==> src/rtl/mem_map_pkg.sv <==
// Memory-stage address map and port-B arbiter shared types.
package mem_map_pkg;

  localparam logic [31:0] IMAGE_END = 32'd89999;
  localparam logic [31:0] SIN_BASE  = IMAGE_END + 32'd1;
  localparam logic [31:0] SIN_END   = 32'd90299;
  localparam logic [31:0] RAM_BASE  = SIN_END + 32'd1;

  typedef enum logic {IDLE, BURST} arb_state_t;

  typedef struct packed {
    logic id;
    logic err;
    logic last;
  } beat_sb_t;

  function automatic logic addr_illegal(
    input logic [31:0] a,
    input logic [31:0] top
  );
    return ((a >= SIN_BASE) && (a <= SIN_END)) || (a > top);
  endfunction

endpackage

==> src/rtl/port_b_reader_arbiter_rsp_pipe.sv <==
// Fixed-latency shift register carrying beat sideband alongside
// the port-B read data.
module rsp_pipe
  import mem_map_pkg::*;
#(
  parameter int unsigned DEPTH = 2
) (
  input  logic     clk,
  input  logic     rst,
  input  logic     in_valid,
  input  beat_sb_t in_sb,
  output logic     out_valid,
  output beat_sb_t out_sb
);

  logic     [DEPTH-1:0] vld_q, vld_d;
  beat_sb_t [DEPTH-1:0] sb_q, sb_d;

  always_comb begin
    vld_d    = vld_q;
    sb_d     = sb_q;
    vld_d[0] = in_valid;
    sb_d[0]  = in_sb;
    for (int i = 1; i < DEPTH; i++) begin
      vld_d[i] = vld_q[i-1];
      sb_d[i]  = sb_q[i-1];
    end
  end

  always_ff @(posedge clk or posedge rst) begin
    if (rst) begin
      vld_q <= '0;
      sb_q  <= '0;
    end else begin
      vld_q <= vld_d;
      sb_q  <= sb_d;
    end
  end

  assign out_valid = vld_q[DEPTH-1];
  assign out_sb    = sb_q[DEPTH-1];

endmodule

==> src/rtl/port_b_reader_arbiter.sv <==
// Round-robin burst arbiter sharing read-only port B between
// video scan-out (id 0) and debug dump (id 1).
module port_b_reader_arbiter
  import mem_map_pkg::*;
#(
  parameter int unsigned LATENCY = 2,
  parameter int unsigned ADDR_W  = 18,
  parameter int unsigned DATA_W  = 24,
  parameter int unsigned LEN_W   = 8,
  parameter int unsigned RAM_TOP = RAM_BASE + 32'd131071
) (
  input  logic              clk,
  input  logic              rst,
  input  logic              req0_valid,
  input  logic [ADDR_W-1:0] req0_addr,
  input  logic [LEN_W-1:0]  req0_len,
  output logic              req0_ready,
  input  logic              req1_valid,
  input  logic [ADDR_W-1:0] req1_addr,
  input  logic [LEN_W-1:0]  req1_len,
  output logic              req1_ready,
  output logic [ADDR_W-1:0] mem_addr,
  input  logic [DATA_W-1:0] mem_rdata,
  output logic              rsp_valid,
  output logic              rsp_id,
  output logic [DATA_W-1:0] rsp_data,
  output logic              rsp_err,
  output logic              rsp_last
);

  arb_state_t        state_q, state_d;
  logic              rr_q, rr_d;
  logic              owner_q, owner_d;
  logic [LEN_W-1:0]  beats_q, beats_d;
  logic [ADDR_W-1:0] cur_addr_q, cur_addr_d;
  logic [ADDR_W-1:0] hold_q, hold_d;

  logic              gnt0, gnt1;
  logic              beat_err, beat_last;
  logic [ADDR_W-1:0] beat_addr;
  logic              push;
  beat_sb_t          push_sb, pop_sb;
  logic              pop_valid;

  assign gnt0 = req0_valid && (!req1_valid || !rr_q);
  assign gnt1 = req1_valid && (!req0_valid || rr_q);

  assign req0_ready = (state_q == IDLE) && gnt0;
  assign req1_ready = (state_q == IDLE) && gnt1;

  assign beat_err  = addr_illegal(32'(cur_addr_q), 32'(RAM_TOP));
  assign beat_last = (beats_q == '0);
  assign beat_addr = beat_err ? '0 : cur_addr_q;

  always_comb begin
    state_d    = state_q;
    rr_d       = rr_q;
    owner_d    = owner_q;
    beats_d    = beats_q;
    cur_addr_d = cur_addr_q;
    hold_d     = hold_q;
    push       = 1'b0;
    push_sb    = '0;
    unique case (state_q)
      IDLE: begin
        if (gnt0 || gnt1) begin
          cur_addr_d = gnt1 ? req1_addr : req0_addr;
          beats_d    = gnt1 ? req1_len : req0_len;
          owner_d    = gnt1;
          rr_d       = !gnt1;
          state_d    = BURST;
        end
      end
      BURST: begin
        push         = 1'b1;
        push_sb.id   = owner_q;
        push_sb.err  = beat_err;
        push_sb.last = beat_last;
        hold_d       = beat_addr;
        cur_addr_d   = cur_addr_q + ADDR_W'(1);
        if (beat_last) begin
          state_d = IDLE;
        end else begin
          beats_d = beats_q - LEN_W'(1);
        end
      end
    endcase
  end

  always_ff @(posedge clk or posedge rst) begin
    if (rst) begin
      state_q    <= IDLE;
      rr_q       <= 1'b0;
      owner_q    <= 1'b0;
      beats_q    <= '0;
      cur_addr_q <= '0;
      hold_q     <= '0;
    end else begin
      state_q    <= state_d;
      rr_q       <= rr_d;
      owner_q    <= owner_d;
      beats_q    <= beats_d;
      cur_addr_q <= cur_addr_d;
      hold_q     <= hold_d;
    end
  end

  // Address is live during BURST; IDLE parks on the last issued beat
  assign mem_addr = (state_q == BURST) ? beat_addr : hold_q;

  rsp_pipe #(
    .DEPTH(LATENCY)
  ) u_pipe (
    .clk      (clk),
    .rst      (rst),
    .in_valid (push),
    .in_sb    (push_sb),
    .out_valid(pop_valid),
    .out_sb   (pop_sb)
  );

  assign rsp_valid = pop_valid;
  assign rsp_id    = pop_valid && pop_sb.id;
  assign rsp_err   = pop_valid && pop_sb.err;
  assign rsp_last  = pop_valid && pop_sb.last;
  assign rsp_data  = (pop_valid && !pop_sb.err) ? mem_rdata : '0;

endmodule
==> config.mk <==
export PLATFORM = sky130hd
export DESIGN_NAME = port_b_reader_arbiter
export DESIGN_NICKNAME = d
export VERILOG_FILES = /design/src/rtl/mem_map_pkg.sv /design/src/rtl/port_b_reader_arbiter_rsp_pipe.sv /design/src/rtl/port_b_reader_arbiter.sv
export SDC_FILE = /design/constraint.sdc
export NUM_CORES = 1
export LEC_CHECK = 0
export CAP_MARGIN = 20
export CORE_MARGIN = 3
export CORE_UTILIZATION = 48
export DETAILED_ROUTE_END_ITERATION = 16
export PLACE_DENSITY = 0.87
export RECOVER_POWER = 50
export SYNTH_ARGS = -nofsm -noshare
export SYNTH_HDL_FRONTEND = slang
export SYNTH_SLANG_ARGS = --single-unit
==> constraint.sdc <==
create_clock -name clk -period 4.2 [get_ports clk]
set_input_delay 0.84 -clock clk [delete_from_list [all_inputs] [get_ports clk]]
set_output_delay 0.84 -clock clk [all_outputs]
set_load 0.01 [all_outputs]
== Word-level counts from Yosys, hierarchy flattened ==
Index checks and enable logic that the tools add are counted.

* Register bits after elaboration: 55
* Input port bits: 80
* Word-level logic and storage cells: 57

* $add $sub $neg: 2
* Order comparisons: 3
* Eq/ne operators: 2
* Multiplexer cells: 15
* Bitwise logic cells: 1
* Reduce and logical (&&, ||, !) cells: 21

{| class="wikitable"
|+ Operators by type and width
! operator !! number
|-
| 18-bit two-way mux || 4
|-
| 18-bit case mux with 2 select lines || 1
|-
| 24-bit two-way mux || 1
|-
| 8-bit two-way mux || 3
|-
| 18-bit by 1-bit adder with 18-bit output, second input constant || 1
|-
| 18-bit by 17-bit >= comparator with 1-bit output, second input constant || 1
|-
| 18-bit > comparator, second input constant || 1
|-
| 18-bit by 17-bit <= comparator with 1-bit output, second input constant || 1
|-
| 8-bit case mux with 2 select lines || 1
|-
| 1-bit logical AND || 9
|-
| 8-bit zero test || 1
|-
| 8-bit by 1-bit subtractor with 8-bit output, second input constant || 1
|-
| 1-bit zero test || 5
|-
| 1-bit logical OR || 4
|-
| 2-bit AND reduction || 2
|-
| 1-bit two-way mux || 3
|-
| 3-bit two-way mux || 1
|-
| 2-bit by 1-bit != test with 1-bit output, second input constant || 1
|-
| 2-bit != test, second input constant || 1
|-
| 1-bit case mux with 2 select lines || 1
|-
| 1-bit inverter || 1
|}

== Longest topological paths before layout ==
* Depth in word-level cells: 6
* Mapped depth: 8

== Modules after synthesis ==
A second synthesis with hierarchy kept.

* Cells, all modules: 350
* Area, all modules: 3216.8 µm²

{| class="wikitable"
|+ By module, submodules not included
! module !! times used !! cells an instance !! area each (µm²)
|-
| port_b_reader_arbiter || 1 || 341 || 3012.9
|-
| rsp_pipe || 1 || 9 || 203.9
|}

== Worst setup path before layout ==
Ideal clock, no wire load.

* Path type: register -> output
* Start: register cur_addr_q[2]
* End: output mem_addr[14]
* Data arrival time: 1714 ps
* Required time: 3360 ps
* Setup slack: 1646 ps
* Stages on the path, launching flop included: 8
* Cell sequence: dfrtp_1 -> buf_2 -> a41oi_1 -> nand4b_1 -> o211ai_2 -> o21ai_2 -> buf_2 -> o32ai_1

* Word-level cells in the longest chain between the ends: 5
* Elaborated cells between the ends (all ways): 7

{| class="wikitable"
|+ Ends and longest elaborated chain
! what !! line !! source
|-
| start: declaration || port_b_reader_arbiter.sv:35 || <nowiki>logic [ADDR_W-1:0] cur_addr_q, cur_addr_d;</nowiki>
|-
| start signal: assignment || port_b_reader_arbiter.sv:103 || <nowiki>cur_addr_q <= cur_addr_d;</nowiki>
|-
| 18-bit by 17-bit >= comparator with 1-bit output / 18-bit by 17-bit <= comparator with 1-bit output (equally long branches) || mem_map_pkg.sv:21 || <nowiki>return ((a >= SIN_BASE) && (a <= SIN_END)) || (a > top);</nowiki>
|-
| 1-bit logical AND || mem_map_pkg.sv:21 ||
|-
| 1-bit logical OR (*) || mem_map_pkg.sv:21 ||
|-
| 18-bit two-way mux (*) || port_b_reader_arbiter.sv:53 || <nowiki>assign beat_addr = beat_err ? '0 : cur_addr_q;</nowiki>
|-
| 18-bit two-way mux (*) || port_b_reader_arbiter.sv:109 || <nowiki>assign mem_addr = (state_q == BURST) ? beat_addr : hold_q;</nowiki>
|-
| end: declaration || port_b_reader_arbiter.sv:22 || <nowiki>output logic [ADDR_W-1:0] mem_addr,</nowiki>
|}

Mark *: on every way between the ends. The rest lies on a longest branch, timed or not.

== Worst setup path after layout ==
* Start: register cur_addr_q[10]
* End: output mem_addr[14]

Same word-level chain as after synthesis.

==> summary.md <==
| Metric | Value |
|---|---|
| Status | `complete, no violations` |
| Iteration-0 DRC count of the detailed router | `469` |
| Setup_tns | `0 ps` |
| Hold-fix buffers, CTS | `0` |
| Synthesized cell area | `0.003313 mm2` |
| CP Class | `reg2out` |
| GRT overflow | `0` |
| Ys Warns | `0` |
| P_leak | `1.944 nW` |
| Required @ worst endpoint | `3360 ps` |
| Final Wtd Congestion | `0.9296` |
| Final period util | `87.06%` |
| Pwr dens | `569.5 mW/mm2` |
| Layout Cells excl Fill | `568` |
| Via count | `3371` |
| Die Width | `89.08 um` |
| Drt total wl | `9597 um` |
| Slew HR | `1.411%` |
| Clk_lat worst skew | `320 ps` |
| Drt wl/cell | `16.90 um` |
| Synth top area cells | `dfrtp_1 (42%), and2_1 (5.7%), nand2_1 (4.8%), o32ai_1 (3.4%), a21oi_1 (3.3%)` |
| Peak Freq | `0.2735 GHz` |
| Layout Skew | `10.87 ps` |
| Post-Synthesis Cells | `380` |
| Critical-path maximum fanout | `15` |
| Antenna viol nets, final | `0` |
| Area of the core | `0.006531 mm2` |
| Total Power | `2.649 mW` |
| Bufs on Longest Clock Path | `2` |
| Pre-CTS setup slack | `985.3 ps` |
| Final nets | `573` |
| Ratio of cells with drive above 1 in the final layout | `4.073%` |
| Postcts setup bufs | `0` |
| Antenna violations before repair | `0` |
| Sequential area share after synthesis | `41.54%` |
| Mean Syn Cell Area | `8.719 um2` |
| Distinct cell type count of the synthesized netlist | `50` |
| Post-synth EDFFs | `0` |
| Router iterations before antenna repair | `5` |
| Post-synthesis register bit count | `55` |
| Top-area cell type share of the netlist area | `41.54%` |
| Fin. Hold Viols | `0` |
| Worst Tran Pin Value | `1479 ps` |
| H-tree depth | `2` |
| Average vias per placed instance | `5.935` |
| Initial Util | `50.73%` |
| GRT Util Overall | `24.32%` |
| Most frequent cells after synthesis | `dfrtp_1 (55), nand2_1 (42), and2_1 (30), inv_1 (26), a21oi_1 (22)` |
| First-pass GRT wire length | `15010 um` |
| RSZ-0062 raised after global routing | `false` |
| Fin. max-slew vios | `0` |
| CTS tree | `yes` |
| Vias in the first global route | `3109` |
| Most frequent cell after synthesis | `dfrtp_1` |
| Die area | `0.007935 mm2` |
| Final Critical Period | `3656 ps` |
| Area growth syn-to-layout | `40.37%` |
| Syn Nets | `463` |
| Setup violations, final | `0` |
| Top FF cell, synth | `dfrtp_1` |
| CTS resizes | `0` |
| VDD IR-drop max | `0.0002720 V` |
| CP Launch Type | `register` |
| Synth area leader | `dfrtp_1` |
| Worst-path clk slew | `100 ps` |
| Hold crit path type | `reg2reg` |
| Util after Layout | `71.21%` |
| Worst Setup Slack, final | `543.7 ps` |
| Top Ports | `128` |
| DRC viols | `0` |
| DIE HEIGHT | `89.08 um` |
| Port Buffers | `127` |
| Diodes inserted | `0` |
| CP Data Arrival Time | `2820 ps` |
| Async set-reset flop share out of synthesis | `100.0%` |
| CTS sink cnt | `55` |
| CTS buffer count | `5` |
| Largest net degree at the start of global routing | `63` |
| Max-Cap Viols | `0` |
| DP HPWL | `7240 um` |
| FP Rows | `29` |
| Clk root buf | `clkbuf_8` |
| Placed cells | `560` |
| CP endpoint kind | `primary output` |
[state kept, by name (all words and copies together) (netlist names)]
register and cells:
owner_q 1, u_pipe.vld_q 2, u_pipe.out_sb 3, hold_q 18, state_q 1, beats_q 8
rr_q 1, u_pipe.sb_d 3, cur_addr_q 18
[worst max-delay path: stages, from the launching register on]
cell and delay (ps):
dfrtp_1 440, nor3_1 370, nand4b_1 180, o211ai_1 170
o21ai_2 260, o32ai_1 470, clkdlybuf4s50_1 610
[report_power, final]
group / total [mW] / internal (mW) / switching, mW / leakage (nW)
Clock: 0.296 / 0.117 / 0.179 / 0.0412
Sequential: 1.00 / 0.768 / 0.237 / 0.650
Combinational: 1.35 / 0.707 / 0.641 / 1.25
[metal layers]
metal  GRT usage (%)  part of all wire [%]  vias to the layer above  routed length (um)
met1           31.41                    39                     1561                3758
met5               0                     0                        -                   0
met4           6.901                   1.5                        0                 145
met3           4.332                    11                       19                1073
li1                -                     -                     1582                   -
met2           41.86                    48                      209                4619
[final timing paths]
| kind | from | endpoint | slack (ps) | cells past startpoint |
|---|---|---|---|---|
| setup reg to reg | state_q | beats_q[5] | 1080 | 5 |
| max in group asynchronous | rst | cur_addr_q[9] | 1070 | 3 |
| hold / removal | u_pipe.sb_d[3] | u_pipe.out_sb[0] | 360 | 0 |
| min in group asynchronous | rst | u_pipe.out_sb[0] | 1220 | 2 |
| setup / recovery | cur_addr_q[10] | mem_addr[14] | 540 | 6 |
| hold reg to reg | u_pipe.sb_d[3] | u_pipe.out_sb[0] | 360 | 0 |
[layout by cell type (no fill, tap or decap), drive strengths merged, types with 13 or more instances in the layout]
cell type | Yosys | routed
a21oi | 22 | 22
and2 | 30 | 30
clkdlybuf4s50 | 0 | 126
dfrtp | 55 | 55
inv | 26 | 26
nand2 | 42 | 42
nand3 | 16 | 16
nor2 | 20 | 20
o21ai | 20 | 20
o22ai | 14 | 14
o32ai | 13 | 13
[stage by stage]
stage / hold WS [ps] / area (um2)
floorplan: 331.2 / 3313
global route: 365.1 / 4651
global placement: 331.2 / 4589
finish: 359.0 / 4651
CTS: 358.9 / 4674
detailed placement: 335.8 / 4589
[cell families (layout without fill, tap and decap cells)]
family / after synthesis / after routing / share of synthesized area, %
AO/OA/AOI/OAI: 109 / 109 / 23.11
adder cells (fa/ha/maj): 3 / 3 / 1.133
buffers and inverters: 55 / 166 / 6.873
flip-flops: 55 / 55 / 41.54
multiplexers: 14 / 14 / 4.494
AND/OR/NAND/NOR: 144 / 144 / 22.85
[layout make-up]
class | instances | area (um2)
Fill cell | 512 | 1881
Timing Repair Buffer | 132 | 1301
Tap cell | 77 | 96.34
Sequential cell | 55 | 1378
Inverter | 26 | 97.59
Clock buffer | 6 | 72.57
Clock inverter | 2 | 12.51
Multi-Input combinational cell | 270 | 1693
No activity file was read; power rests on OpenSTA's default activity.
